`src/rtl/hazard_scoreboard.sv`:
```
// Register hazard scoreboard for an 8-entry register file.
// Tracks outstanding writes and gates issue on RAW/WAW hazards.
module hazard_scoreboard #(
  parameter int BYPASS  = 1,
  parameter int STALL_W = 16
) (
  input  logic               clk,
  input  logic               rst_n,
  input  logic               issue_valid,
  input  logic [2:0]         issue_rs,
  input  logic [2:0]         issue_rt,
  input  logic               issue_uses_rs,
  input  logic               issue_uses_rt,
  input  logic               issue_writes,
  input  logic [2:0]         issue_rd,
  output logic               issue_ready,
  input  logic               wb_valid,
  input  logic [2:0]         wb_rd,
  input  logic               flush,
  output logic [7:0]         pending,
  output logic               busy,
  output logic [STALL_W-1:0] stall_count
);

  localparam logic [STALL_W-1:0] STALL_MAX = '1;
  localparam logic [STALL_W-1:0] STALL_ONE =
    {{(STALL_W-1){1'b0}}, 1'b1};

  logic [7:0]         pend_q;
  logic [7:0]         pend_d;
  logic [7:0]         wb_dec;
  logic [7:0]         set_dec;
  logic [7:0]         byp_dec;
  logic [7:0]         eff_pend;
  logic               hz_rs;
  logic               hz_rt;
  logic               hz_rd;
  logic               fire;
  logic               stall_inc;
  logic [STALL_W-1:0] stall_q;

  always_comb begin
    wb_dec = '0;
    if (wb_valid) wb_dec[wb_rd] = 1'b1;
  end

  assign byp_dec  = (BYPASS != 0) ? wb_dec : 8'h00;
  assign eff_pend = pend_q & ~byp_dec;

  // r0 never holds a pending bit, so it can never hazard.
  assign hz_rs = issue_uses_rs & eff_pend[issue_rs];
  assign hz_rt = issue_uses_rt & eff_pend[issue_rt];
  assign hz_rd = issue_writes  & eff_pend[issue_rd];

  assign issue_ready = ~(hz_rs | hz_rt | hz_rd);
  assign fire        = issue_valid & issue_ready & ~flush;

  always_comb begin
    set_dec = '0;
    if (fire && issue_writes && issue_rd != 3'd0)
      set_dec[issue_rd] = 1'b1;
  end

  // Set wins over a same-cycle clear; flush wins over both.
  always_comb begin
    pend_d = '0;
    if (!flush)
      pend_d = (pend_q & ~wb_dec) | set_dec;
    pend_d[0] = 1'b0;
  end

  always_ff @(posedge clk or negedge rst_n) begin
    if (!rst_n) pend_q <= '0;
    else        pend_q <= pend_d;
  end

  assign stall_inc = issue_valid & ~issue_ready;

  always_ff @(posedge clk or negedge rst_n) begin
    if (!rst_n)
      stall_q <= '0;
    else if (stall_inc && stall_q != STALL_MAX)
      stall_q <= stall_q + STALL_ONE;
  end

  assign pending     = pend_q;
  assign busy        = |pend_q;
  assign stall_count = stall_q;

endmodule

```
`config.mk`:
```
export PLATFORM = sky130hd
export DESIGN_NAME = hazard_scoreboard
export DESIGN_NICKNAME = d
export VERILOG_FILES = /design/src/rtl/hazard_scoreboard.sv
export SDC_FILE = /design/constraint.sdc
export NUM_CORES = 1
export LEC_CHECK = 0
export BUFFER_PORTS_ARGS = -buffer_cell sky130_fd_sc_hd__buf_2
export CAP_MARGIN = 20
export CELL_PAD_IN_SITES_DETAIL_PLACEMENT = 0
export CELL_PAD_IN_SITES_GLOBAL_PLACEMENT = 1
export CORE_ASPECT_RATIO = 0.7
export CORE_MARGIN = 8
export CORE_UTILIZATION = 25
export CTS_CLUSTER_SIZE = 14
export DETAILED_ROUTE_END_ITERATION = 8
export PLACE_DENSITY_LB_ADDON = 0.12
export SYNTH_ARGS = -nofsm -noshare
export SYNTH_HDL_FRONTEND = slang
export SYNTH_SLANG_ARGS = --single-unit
```
`constraint.sdc`:
```
create_clock -name clk -period 2.35 [get_ports clk]
set_input_delay 0.1175 -clock clk [delete_from_list [all_inputs] [get_ports clk]]
set_output_delay 0.1175 -clock clk [all_outputs]
set_load 0.02 [all_outputs]
```
* Word level (Yosys, flattened, before mapping)
Cells that the tools add are included.
W data, S select, Z words.
** Storage, ports and cells
- Register bits after elaboration :: 23
- Input port bits :: 20
- Output and inout bits :: 26
- Word-level logic and storage cells :: 43
** Cells by class
- Add/subtract/negate cells :: 1
- Order comparisons :: 6
- Eq/ne operators :: 1
- Muxes and demuxes :: 13
- Bitwise operators :: 13
- Reductions and logical operators :: 7
** Operators by type and width (number)
- $mux W8 :: 3
- $add A16 B1 Y16 const B :: 1
- $lt A3 B4 Y1 const B :: 4
- $ne A16 B16 Y1 const B :: 1
- $bmux W1 S3 :: 3
- $and A8 B8 Y8 :: 1
- $not A8 Y8 :: 1
- $or A8 B8 Y8 :: 1
- $reduce_or A7 Y1 :: 1
- $and A1 B1 Y1 :: 6
- $demux W1 S3 :: 2
- $ge A3 B1 Y1 const B :: 2
- $logic_and A1 B1 Y1 :: 5
- $mux W1 :: 5
- $reduce_bool A3 Y1 :: 1
- $not A1 Y1 :: 2
- $or A1 B1 Y1 :: 2

* Longest topological paths before layout
Gate-level depths: netlist (run 1).
- Depth after elaboration :: 20
- Mapped depth :: 10
- Mapped depth without buffers :: 8

* Worst setup path after synthesis (run 1)
Ideal clock, no wire load.
- Path kind :: register to register
- From :: register stall_q[7], in the netlist stall_count[7]
- To :: register stall_q[7], in the netlist stall_count[7]
- Setup time :: 130 ps
- Data arrival time :: 2061 ps
- Required time :: 2220 ps
- Setup slack :: 158 ps
- Cell stages (with the launch flop) :: 9
- Path buffers :: 1
- Period minus slack after synthesis :: 2192 ps
- Path through :: dfrtp_1 -> and3_1 -> and3_1 -> and3_1 -> and3_1 -> a31oi_1 -> clkbuf_1 -> nand4_1 -> xnor2_1
** On the way
- Longest elaborated chain between the ends :: 2
- Elaborated cells between the ends (all ways) :: 3
- Those cells by class :: add/sub (1); eq/ne (1); reduce/logical (1)
** Ends and longest elaborated chain
- start: declaration :: line 40 : logic [STALL_W-1:0] stall_q;
- start signal: assignment :: line 83 : stall_q <= stall_q + STALL_ONE;
- parallel branches: the longest is 2 deep, another holds $add A16 B1 Y16
Several ways; the timed one is not identified.
A chain may end at the register's enable or synchronous reset.

* Final worst setup path (run 1)
- From :: register pend_q[7], in the netlist pending[7]
- To :: register stall_q[8], in the netlist stall_count[8]
** On the way
- Longest elaborated chain between the ends :: 8
- Elaborated cells between the ends (all ways) :: 14
- Those cells by class :: mux (6); bitwise (7); reduce/logical (1)
** Ends and longest elaborated chain
- start: declaration :: line 29 : logic [7:0] pend_q;
- start signal: assignment :: line 74 : else pend_q <= pend_d;
- $and A8 B8 Y8 (*) :: line 48 : assign eff_pend = pend_q & ~byp_dec;
- $bmux W1 S3, on equally long branches :: line 51, 52
- $mux W1, on equally long branches :: line 51, 52
- $and A1 B1 Y1, on equally long branches :: line 51, 52
- $or A1 B1 Y1 :: line 55 : assign issue_ready = ~(hz_rs | hz_rt | hz_rd);
- $or A1 B1 Y1 (*) :: line 55
- $and A1 B1 Y1 (*) :: line 77 : assign stall_inc = issue_valid & ~issue_ready;
- $logic_and A1 B1 Y1 (*) :: line 82 : else if (stall_inc && stall_q != STALL_MAX)
Mark *: on every way between the ends. The rest lies on a longest branch, timed or not. The select of a mux whose other input is x is not followed.

==> results.py, run 1 <==
metrics = {
    "routing": {
        "drt_wl_total_um": 4360,
        "firstDrtPassIters": 4,
        "drcViolationCount": 0,
        "wire_per_inst_um": 16.0,
        "antenna_left": 0,
        "drt_iter0_markers": 81,
        "num_vias": 1352,
        "viasPerCell": 4.97,
    },
    "sta": {
        "fin_crit_ps": 2180,
        "finalSetupTns_ps": 0,
        "worst_clock_skew_ps": 7.36,
        "rsz0062_at_grt": "no",
        "period_share": 0.928,
        "relSlewSlack": 0.639,
        "max_freq_mhz": 459,
        "slew_violations": 0,
        "tightest_slew_ps": 541,
        "finalSetupViolCount": 0,
        "hold_viol_final": 0,
    },
    "power": {
        "clkPwrFrac": 0.241,
        "leakage_uw": 0.000808,
        "power_frac_comb": 0.286,
        "ir_drop_uv": 172,
        "finalPower_uw": 1050,
        "intPower_uw": 685,
        "switching_power_uw": 368,
        "p_seq_frac": 0.473,
        "p_per_area_nw_per_um2": 590,
        "netSwitchingFraction": 0.349,
    },
    "clock_network": {
        "clock_sinks": 23,
        "cts_tree": "done",
        "clk_pin_slew_worst_paths_ps": 90,
        "cts_root_buffer": "clkbuf_8",
        "htreeDepth": 1,
        "cts.path.max_buffers": 2,
        "cts_made_buffers": 3,
        "clk_latency_ps": 270,
    },
    "final_layout": {
        "syn2layout_area_growth_pct": 25.9,
        "instances_no_fill": 272,
        "antenna_cells": 0,
        "drive_gt1_frac": 0.294,
        "nNetsFinal": 219,
        "num-fill-cells": 600,
    },
    "synth": {
        "synthMuxAreaShare": 0.0265,
        "yosys_warnings": 0,
        "synthTopCellsByCount": "23 x dfrtp_1, 16 x nand2_1, 13 x xnor2_1",
        "yosysMostFrequentCell": "dfrtp_1",
        "syn_nets": 171,
        "synthCells": 150,
        "synth_adder_area_share": 0.00883,
        "synth-simple-area-share": 0.301,
        "synth_compound_area_frac": 0.124,
        "ys_ff_latch": 23,
        "syn-cell-area_um2": 1420,
        "yosysTopAreaCell": "dfrtp_1",
        "synth_edf_count": 0,
        "synth_ff_type": "dfrtp_1",
        "synth.top_cell.area_share": 0.406,
        "ys_async_sr_fraction": 1.00,
        "synth_top_family_by_area": "simple AND/OR/NAND/NOR gates",
        "postSynthAreaPerCell_um2": 9.45,
        "synth-xor-area-share": 0.0803,
        "synth-seq-area-share": 0.406,
        "synth.distinct_cells": 43,
        "yosys-top-cells-area": "dfrtp_1 41%, xnor2_1 8.0%, nand4_1 4.4%",
    },
    "min_path": {
        "hold_class": "in2reg",
        "hp-start": "issue_rd[0]",
        "min_to": "pending[2]",
        "min_path_cells": 2,
    },
    "critical_path": {
        "worstPathRequired_ps": 2500,
        "slowest_stage": "mux4_2",
        "cp_num_buf_inv": 1,
        "crit_chain": "nand2_1, mux4_2, a211o_1, nand3_2, buf_4, nand4b_1, xnor2_1",
        "crit_family": "multiplexers",
        "worstReg2RegStart": "pending[7]",
        "reg2reg_depth": 7,
        "rrSetupSlack_ps": 170,
        "cp-start-kind": "register",
        "critPathKind": "reg2reg",
        "crit_path_max_incr_delay_ps": 490,
        "critPathCaptureType": "register",
        "r2r-end": "stall_count[8]",
        "path_max_fanout": 12,
        "arrival_ps": 2330,
    },
    "die": {
        "core_um2": 5610,
        "ioPinCount": 46,
        "fp.dieArea_um2": 8370,
        "die_w_um": 106,
        "die_h_um": 79,
        "initial_core_util": 0.253,
        "rows": 23,
    },
    "global_routing": {
        "grt_pass1_wl_um": 7160,
        "overflow": 0,
        "grt_pass1_vias": 1379,
        "grt_usage": 0.105,
        "antenna_found_initial": 0,
        "grt_start_max_net_pins": 24,
    },
    "run_status": {
        "status": "completed",
    },
    "placement": {
        "placed_cells_incl_taps": 267,
        "io_buffers": 44,
        "gp_congestion": 0.809,
        "dpl.hpwl_um": 3490,
    },
    "job": {
        "drv_cap": 0,
    },
}
stage by stage:
step	area, um^2	setup WS (ps)	utilization	hold WS (ps)
floorplan	1420	158	-	-178
global placement	1720	124	0.307	137
detailed placement	1720	103	0.307	137
CTS	1780	143	0.317	117
global route	1790	33.3	0.318	145
finish	1790	169	0.318	126
flip-flops by register name, indices dropped and copies added (netlist names):
name and cells:
stall_count 16, pending 7
worst max path at each step:
stage / startpoint / endpoint / slack (ps) / cells past startpoint
after floorplan: stall_count[7] / stall_count[7] / 160 / 8
after global placement: wb_rd[1] / pending[3] / 120 / 9
after detailed placement: wb_rd[1] / pending[3] / 100 / 9
after CTS: stall_count[7] / stall_count[8] / 140 / 8
after global routing: pending[7] / stall_count[8] / 30 / 7
final: pending[7] / stall_count[8] / 170 / 7
worst reg2reg max path: stages, from the launching register on:
cell and delay [ps]:
dfrtp_1 400, nand2_1 130, mux4_2 490, a211o_1 320, nand3_2 190, buf_4 230, nand4b_1 140, xnor2_1 160
final cells by class:
type,instances,area [um^2],area share
sequential,23,576,0.322
timing repair buffer,50,268,0.150
multi-input combinational,113,777,0.435
clock buffer,4,45.0,0.0252
inverter,7,26.3,0.0147
tap,75,93.8,0.0526
power groups by stage:
stage               registers (uW)  clock network (uW)  logic (uW)
global placement               503                   0         301
floorplan                      552                   0         134
detailed placement             506                   0         302
global route                   508                 286         335
CTS                            499                 264         306
finish                         498                 254         301
cell families (layout without fill, tap and decap cells):
kind of cell / after synthesis / after routing
compound gates: 25 / 25
xor+xnor: 13 / 13
fa+ha+maj: 1 / 1
buf+inv: 14 / 61
flops: 23 / 23
mux: 2 / 2
other cells: 1 / 1
simple gates: 71 / 71
per-layer routing:
layer	vias up	track usage	share of wire
li1	656	-	-
met1	660	0.151	0.51
met2	36	0.156	0.43
met3	0	0.0315	0.064
met4	0	0.00979	0
met5	-	0	0
layout by cell type (no fill, tap or decap), drive strengths merged, types with 2 or more instances in the layout:
cell type  instances
nand4b             7
o32ai              2
a32oi              2
or4                3
nor2b              3
and3               7
o22ai              4
a21oi              3
o21ai              2
nand4             10
xnor2             13
buf               49
dfrtp             23
nand4bb            3
inv                7
clkbuf             4
nand3b             3
nand2             17
a31oi              4
nand3              8
nor2               6
timing repair:
| item | CTS | global route |
|---|---|---|
| resized for setup | 0 | 1 |
| hold buffers | 1 | 0 |
| setup buffers | 0 | 0 |
| endpoints found under the setup margin | 0 | 1 |
| endpoints found under the hold margin | 23 | 0 |
(Power assumes the default switching activity.)
==> inputs of run 2 (changes only) <==
ABC_AREA = 1   (was default)
==> run 2 against run 1 <==
Cell count is 41% higher. Register-to-register slack better by 180 ps. Sequential power is 6.4% higher. Design area is 14% higher. Synthesized cell count is 63% higher. Critical endpoint is now stall_count[1]. Highest routed layer is now met4.
==> results.py, run 2 <==
metrics = {
    "clock_network": {
        "cts_made_buffers": 3,
        "clk_pin_slew_worst_paths_ps": 90,
        "cts_root_buffer": "clkbuf_8",
        "clock_sinks": 23,
        "htreeDepth": 1,
        "cts_tree": "done",
        "ctsResizeCount": 0,
        "cts.path.max_buffers": 2,
        "clk_latency_ps": 270,
        "cts_setup_buffers": 0,
    },
    "sta": {
        "period_share": 0.851,
        "fin_crit_ps": 2000,
        "relSlewSlack": 0.549,
        "worst_clock_skew_ps": 7.40,
        "fin_hold_ws_ps": 107,
        "tightest_slew_ps": 671,
        "max_freq_mhz": 500,
        "rsz0062_at_grt": "no",
        "slew_violations": 0,
        "hold_viol_final": 0,
        "finalSetupTns_ps": 0,
        "finalSetupViolCount": 0,
    },
    "die": {
        "die_w_um": 114,
        "rows": 25,
        "core_um2": 6660,
        "die_h_um": 84.8,
        "fp.dieArea_um2": 9690,
        "initial_core_util": 0.254,
        "ioPinCount": 46,
    },
    "power": {
        "ir_drop_uv": 227,
        "p_per_area_nw_per_um2": 562,
        "finalPower_uw": 1140,
        "leakage_uw": 0.00103,
    },
    "final_layout": {
        "drive_gt1_frac": 0.242,
        "fin_area_um2": 2030,
        "nNetsFinal": 311,
        "largest_reg_flops": 16,
        "syn2layout_area_growth_pct": 20.1,
        "final_cell_mix": "78 x nand2_1, 44 x buf_2, 26 x inv_1, 23 x dfrtp_1, 21 x nand3_1",
        "instances_no_fill": 383,
        "final_common_cell": "nand2_1",
        "antenna_cells": 0,
    },
    "synth": {
        "ys_ff_latch": 23,
        "yosysMostFrequentCell": "nand2_1",
        "yosys_warnings": 0,
        "postSynthAreaPerCell_um2": 6.90,
        "syn_nets": 266,
        "synth-seq-area-share": 0.340,
        "synth.distinct_cells": 29,
        "syn-cell-area_um2": 1690,
        "synthCells": 245,
        "synth_ff_type": "dfrtp_1",
        "ys_async_sr_fraction": 1.00,
        "synthTopCellsByCount": "78 x nand2_1, 26 x inv_1, 23 x dfrtp_1",
        "yosysTopAreaCell": "dfrtp_1",
        "synth.top_cell.area_share": 0.340,
        "synth_edf_count": 0,
        "yosys-top-cells-area": "dfrtp_1 34%, nand2_1 17%, nand3_1 6.2%",
    },
    "placement": {
        "io_buffers": 44,
        "dpl.hpwl_um": 4110,
        "gp_congestion": 0.837,
        "placed_cells_incl_taps": 378,
        "placed_cell_area_um2": 1970,
    },
    "critical_path": {
        "cp-start-kind": "register",
        "critPathCaptureType": "register",
        "worstPathRequired_ps": 2520,
        "rrSetupSlack_ps": 350,
        "slowest_stage": "dfrtp_1",
        "crit_path_max_incr_delay_ps": 450,
        "path_max_fanout": 21,
        "crit_chain": "ha_1, nand3_1, nor4_1, a31oi_1, nand2_4, inv_4, nand2_2, nand2_2",
        "startpoint": "stall_count[0]",
        "critPathKind": "reg2reg",
        "crit_top_cell": "nand2_2",
        "arrival_ps": 2170,
        "worstReg2RegStart": "stall_count[0]",
    },
    "global_routing": {
        "grt_usage": 0.111,
        "grt_pass1_wl_um": 8650,
        "overflow": 0,
        "grt_start_max_net_pins": 24,
        "antenna_found_initial": 0,
        "grt_pass1_vias": 1688,
    },
    "routing": {
        "firstDrtPassIters": 4,
        "viasPerCell": 4.26,
        "num_vias": 1633,
        "drt_iter0_markers": 84,
        "antenna_left": 0,
        "drcViolationCount": 0,
        "drt_wl_total_um": 5120,
        "wire_per_inst_um": 13.4,
    },
    "run_status": {
        "status": "completed",
    },
    "min_path": {
        "hold_class": "in2reg",
        "hp-start": "flush",
    },
    "job": {
        "drv_cap": 0,
    },
}
run 2: changes by cell type after synthesis, moves of 7 or more:
cell / previous run / this run
xor2_1: 0 / 7
nor3_1: 1 / 10
nor2_1: 6 / 16
nand2_1: 16 / 78
inv_1: 6 / 26
nand4b_1: 7 / 0
and3_1: 7 / 0
nand2_2: 1 / 12
nand3_1: 7 / 21
run 2: critical path: cells and delay by family (launching register included):
family,cells,cell delay (ps)
buffers and inverters,1,140
and+or+nand+nor,5,870
adders and majority gates,1,250
DFF,1,450
AOI/OAI and AO/OA,1,170
run 2: logic make-up after synthesis:
kind of cell,share of synthesized area
AO/OA/AOI/OAI,0.0511
other,0.00222
flip-flops,0.340
AND/OR/NAND/NOR,0.429
adder cells (fa/ha/maj),0.00740
XOR/XNOR,0.0725
buffers and inverters,0.0977
run 2: power breakdown:
part           switching [uW]  internal [uW]
registers                85.0            445
logic                     225            132
clock network             137            119
run 2: repair_timing:
| item | in CTS | in global routing |
|---|---|---|
| setup endpoints to repair | 0 | 0 |
| hold buffers | 1 | 0 |
| hold endpoints to repair | 23 | 0 |
run 2: final timing paths:
kind | cells after the start | endpoint
setup / recovery | 8 | stall_count[1]
hold reg to reg | 2 | stall_count[14]
hold / removal | 2 | pending[3]
min in group asynchronous | 2 | stall_count[12]
setup reg to reg | 8 | stall_count[1]
max in group asynchronous | 2 | stall_count[4]
run 2: area by class of cell:
| type | instances | area [um^2] |
|---|---|---|
| Clock buffer | 3 | 41.3 |
| Multi-Input combinational cell | 188 | 950 |
| Clock inverter | 1 | 5.00 |
| Inverter | 29 | 111 |
| Sequential cell | 23 | 576 |
| Timing Repair Buffer | 45 | 230 |
| Fill cell | 755 | 4630 |
| Tap cell | 94 | 118 |
run 2: per-layer routing:
layer,global-route usage,vias to the layer above,part of all wire
met4,0.0168,0,0.0059
met2,0.151,29,0.38
met5,0,-,0
met1,0.169,733,0.56
li1,-,866,-
met3,0.0301,5,0.054
run 2: through the flow:
step | setup slack [ps] | utilization
2_1_floorplan | 575 | -
3_3_place_gp | 482 | 0.296
3_5_place_dp | 321 | 0.296
4_1_cts | 326 | 0.305
5_1_grt | 148 | 0.305
6_report | 350 | 0.305
